<file path="src/rtl/tnn_pkg.sv">
// Shared types and helpers for the TNN feature front-end: state encoding,
// vector geometry and the 2-bit threshold quantizer.
package tnn_pkg;

  localparam int N_FEAT = 8;
  localparam int Q_W    = 2;

  typedef enum logic [1:0] {COLLECT, HOLD, DRAIN} fq_state_t;

  // Arguments are zero-extended to 16 bits so any RAW_W up to 16 can share this helper.
  function automatic logic [Q_W-1:0] quant2(input logic [15:0] x,
                                            input logic [15:0] lo,
                                            input logic [15:0] mid,
                                            input logic [15:0] hi);
    logic [Q_W-1:0] q;
    if (x >= hi)       q = 2'd3;
    else if (x >= mid) q = 2'd2;
    else if (x >= lo)  q = 2'd1;
    else               q = 2'd0;
    return q;
  endfunction

endpackage

</file>
<file path="src/rtl/tnn_thr_quant.sv">
// Combinational unsigned threshold comparator mapping one raw feature to 2 bits.
module tnn_thr_quant
  import tnn_pkg::*;
#(
  parameter int               RAW_W   = 8,
  parameter logic [RAW_W-1:0] THR_LO  = 8'd64,
  parameter logic [RAW_W-1:0] THR_MID = 8'd128,
  parameter logic [RAW_W-1:0] THR_HI  = 8'd192
) (
  input  logic [RAW_W-1:0] x,
  output logic [Q_W-1:0]   q
);

  assign q = quant2(16'(x), 16'(THR_LO), 16'(THR_MID), 16'(THR_HI));

endmodule

</file>
<file path="src/rtl/tnn_feature_quantizer.sv">
// Collects 8 raw features from a stream, quantizes each to 2 bits and hands the
// packed vector to the classifier; malformed vectors are dropped with err_len.
module tnn_feature_quantizer
  import tnn_pkg::*;
#(
  parameter int               RAW_W   = 8,
  parameter logic [RAW_W-1:0] THR_LO  = 8'd64,
  parameter logic [RAW_W-1:0] THR_MID = 8'd128,
  parameter logic [RAW_W-1:0] THR_HI  = 8'd192
) (
  input  logic                  clk,
  input  logic                  rst_n,
  input  logic                  s_valid,
  output logic                  s_ready,
  input  logic [RAW_W-1:0]      s_data,
  input  logic                  s_last,
  output logic                  m_valid,
  input  logic                  m_ready,
  output logic [N_FEAT*Q_W-1:0] m_feat,
  output logic                  err_len,
  output logic [15:0]           vec_cnt
);

  if (!((THR_LO <= THR_MID) && (THR_MID <= THR_HI))) begin : g_thr_order_check
    $error("tnn_feature_quantizer: thresholds must satisfy THR_LO <= THR_MID <= THR_HI");
  end

  fq_state_t             state;
  logic [2:0]            idx;
  logic [N_FEAT*Q_W-1:0] shadow;
  logic [N_FEAT*Q_W-1:0] shadow_next;
  logic [Q_W-1:0]        q;
  logic                  accept;

  tnn_thr_quant #(
    .RAW_W   (RAW_W),
    .THR_LO  (THR_LO),
    .THR_MID (THR_MID),
    .THR_HI  (THR_HI)
  ) u_quant (
    .x (s_data),
    .q (q)
  );

  // s_ready comes straight from the state register, so no s_* -> m_* path exists.
  assign s_ready = (state != HOLD);
  assign accept  = s_valid && s_ready;

  always_comb begin
    shadow_next = shadow;
    shadow_next[{idx, 1'b0} +: Q_W] = q;
  end

  always_ff @(posedge clk or negedge rst_n) begin
    if (!rst_n) begin
      state   <= COLLECT;
      idx     <= 3'd0;
      shadow  <= '0;
      m_valid <= 1'b0;
      m_feat  <= '0;
      err_len <= 1'b0;
      vec_cnt <= 16'd0;
    end else begin
      err_len <= 1'b0;
      case (state)
        COLLECT: begin
          if (accept) begin
            shadow <= shadow_next;
            if (idx == 3'd7) begin
              idx <= 3'd0;
              if (s_last) begin
                m_feat  <= shadow_next;
                m_valid <= 1'b1;
                state   <= HOLD;
              end else begin
                // Too many beats: flag once, then swallow the rest up to s_last.
                err_len <= 1'b1;
                state   <= DRAIN;
              end
            end else if (s_last) begin
              idx     <= 3'd0;
              err_len <= 1'b1;
            end else begin
              idx <= idx + 3'd1;
            end
          end
        end
        HOLD: begin
          if (m_ready) begin
            m_valid <= 1'b0;
            idx     <= 3'd0;
            state   <= COLLECT;
            if (vec_cnt != 16'hFFFF) vec_cnt <= vec_cnt + 16'd1;
          end
        end
        DRAIN: begin
          if (accept && s_last) begin
            idx   <= 3'd0;
            state <= COLLECT;
          end
        end
        default: state <= COLLECT;
      endcase
    end
  end

endmodule

</file>
<file path="config.mk">
export PLATFORM = sky130hd
export DESIGN_NAME = tnn_feature_quantizer
export DESIGN_NICKNAME = d
export VERILOG_FILES = /design/src/rtl/tnn_pkg.sv /design/src/rtl/tnn_thr_quant.sv /design/src/rtl/tnn_feature_quantizer.sv
export SDC_FILE = /design/constraint.sdc
export NUM_CORES = 1
export LEC_CHECK = 0
export CAP_MARGIN = 0
export CORE_MARGIN = 2
export CORE_UTILIZATION = 40
export DETAILED_ROUTE_END_ITERATION = 8
export SETUP_SLACK_MARGIN = 0.2
export SLEW_MARGIN = 20
export SYNTH_ARGS = -nofsm -noshare
export SYNTH_HDL_FRONTEND = slang
export SYNTH_SLANG_ARGS = --single-unit
</file>
<file path="constraint.sdc">
create_clock -name clk -period 5.8 [get_ports clk]
set_clock_uncertainty 0.05 [all_clocks]
set_input_delay 1.16 -clock clk [delete_from_list [all_inputs] [get_ports clk]]
set_output_delay 1.16 -clock clk [all_outputs]
set_load 0.02 [all_outputs]
</file>
==> run summary <==
diode count: 0
initial antenna violation count: 0
most frequent cells after synthesis: dfrtp_1, nand2_1, o21ai_0
CP max stage cell: clkdlybuf4s50_1
routed vias/inst: 5.41
Slew @ Worst Pin: 1.05 ns
yosys warns: 0
Cells after Synth: 259
pin count of the biggest net entering global routing: 56
Crit Path Category: reg -> out
Synth area leader: dfrtp_1
Die Ht: 87.4 µm
share of layout cells above drive strength 1: 0.116
max-cap viol count: 0
dpl hpwl: 4.04 mm
Slew HR: 0.293
GRT Resource Usage Total: 0.155
Data required, critical path: 4.59 ns
most area-consuming cells after synthesis: dfrtp_1, ha_1, nand2_1, mux2_2, o21ai_0
number of synthesized flops with an enable pin: 0
Congestion Overflow GR: 0
clk_lat worst skew: 0.31 ns
Initial Util: 0.411
DRT Pass-1 Iters: 4
Critical Path Fanout Max: 8
top cell type's share of synthesized area: 0.495
fillers: 610
Critical Path End Type: output port
Buffers & Inverters on Critical Path: 3
WL final: 5.65 mm
Worst path top cell family by delay: buffers and inverters
fin crit share: 0.506
global-route wire length before repair: 9.38 mm
max incr delay on CP: 0.60 ns
core area: 0.00676 mm²
routability cong.: 0.768
Port Buffers: 41
fin. max-slew vios: 0
RSZ-0062 raised after global routing: no
Final min period: 2.93 ns
CTS resizes: 0
full die area: 0.00763 mm²
Syn Nets: 284
Peak VDD IR: 0.000179 V
root buf cell: clkbuf_8
endpoints failing hold: 0
Post-CTS Setup Bufs: 0
Synth-to-Final Area Change: 20.9%
# rows: 30
routed len/inst: 14.8 µm
CTS sink count: 55
Hold WC Path Type: reg -> reg
TritonCTS clock tree: done
final non-filler cell total: 381
worst-path cell chain: inv_1, ha_1, inv_1, clkdlybuf4s50_1
antenna-violating nets left: 0
DRC Markers: 0
Mean Syn Cell Area: 10.7 µm²
Max Fclk: 341 MHz
CTS Buffer Depth: 2
Yosys cell types: 44
Most used DFF post-synth: dfrtp_1
vias after detailed routing: 2063
clock transition at the registers of the reported paths: 0.10 ns
number of global-route vias before repair: 1955
endpoints failing setup: 0
CP arrival: 1.72 ns
Final #Nets: 325
sequential cell area fraction in the yosys report: 0.495
hold_buf cts: 0
Final TNS setup: 0 ns
Netlist Area Pre-Place: 0.00278 mm²
FFs w/ async S/R, synth: 1.00
most frequent cell after synthesis: dfrtp_1
I/O pin total: 48
critical path's most frequent cell: inv_1
Worst setup SP type: register
Power per Cell Area: 342 mW/mm²
Leak Pwr: 1.42 nW
htree depth: 2
Yosys reg bits: 55
CTS Buf Count: 5
Cells after DPL: 373
chip width: 87.4 µm
status: finished clean
Initial DRC Count: 125
==> final timing paths <==
kind	start	endpoint	slack [ns]	cells past startpoint
max	state[1]$_DFFE_PN0P_	s_ready	2.87	4
min	m_feat[3]$_DFFE_PN0P_	m_feat[3]$_DFFE_PN0P_	0.43	2
max reg2reg	idx[0]$_DFFE_PN0P_	shadow[5]$_DFFE_PN0P_	3.36	7
min reg2reg	m_feat[3]$_DFFE_PN0P_	m_feat[3]$_DFFE_PN0P_	0.43	2
max in group asynchronous	rst_n	state[1]$_DFFE_PN0P_	4.32	2
min in group asynchronous	rst_n	shadow[11]$_DFFE_PN0P_	0.91	2
==> where the power goes <==
group          switching (mW)  internal (mW)  total, mW
Clock                   0.125          0.109      0.234
Sequential             0.0462          0.441      0.488
Combinational           0.246          0.181      0.427
==> sequential cells by signal (all words and copies together) (netlist names) <==
signal	cells
vec_cnt	16
state	2
err_len	1
shadow	16
idx	3
m_valid	1
m_feat	16
==> kinds of logic (layout without fill, tap and decap cells) <==
group,Yosys count,after routing,synth area share
AND/OR/NAND/NOR,94,94,0.191
flip-flops,55,55,0.495
AO/OA/AOI/OAI,52,52,0.126
multiplexers,18,18,0.0698
buffers and inverters,15,57,0.0225
XOR/XNOR,13,13,0.0410
adder cells (fa/ha/maj),12,12,0.0540
==> worst register-to-register path: cells and delay by family, from the launching register on <==
family | cells | cell delay [ns]
DFF | 1 | 0.54
and+or+nand+nor | 2 | 0.34
AOI/OAI and AO/OA | 2 | 0.57
buffers and inverters | 1 | 0.16
adders and majority gates | 2 | 0.68
==> layout make-up <==
cell class / count / area, µm² / share of cell area
multi-input combinational: 189 / 1340 / 0.399
timing repair buffer: 42 / 413 / 0.123
tap: 80 / 100 / 0.0298
sequential: 55 / 1380 / 0.410
clock buffer: 7 / 96.3 / 0.0287
clock inverter: 1 / 7.51 / 0.00223
inverter: 7 / 26.3 / 0.00782
==> layout by cell type (no fill, tap or decap), drive strengths merged, types with 2 or more instances in the layout <==
cell type and count:
dfrtp 55, clkdlybuf4s50 40, a21oi 3, o311a 2
o21ai 25, nor2 8, and4 2, and3 3
a32oi 6, nand2 38, o2bb2ai 12, or2 3
nor2b 2, nand4 11, clkbuf 7, mux2i 7
nand3b 2, nand2b 3, inv 7, and2 2
buf 2, nand3 5, xnor2 12, nor3 6
mux2 11, ha 12, a31oi 2, and4bb 2
==> routing by layer <==
| layer | GRT usage | share of wire | up-vias |
|---|---|---|---|
| li1 | - | - | 1022 |
| met1 | 0.229 | 0.52 | 993 |
| met2 | 0.233 | 0.43 | 42 |
| met3 | 0.0322 | 0.034 | 6 |
| met4 | 0.0392 | 0.012 | 0 |
| met5 | 0 | 0 | - |
==> stage by stage <==
stage,cell area [µm²],hold slack [ns],setup WS [ns],power [mW],utilization
CTS,3360,0.443,2.86,1.16,0.497
global route,3360,0.461,2.77,1.23,0.497
detailed placement,3260,0.419,2.67,0.923,0.482
global placement,3260,0.413,2.68,0.918,0.482
floorplan,2780,0.400,3.59,0.810,-
finish,3360,0.433,2.87,1.15,0.497
(Power assumes the default switching activity.)
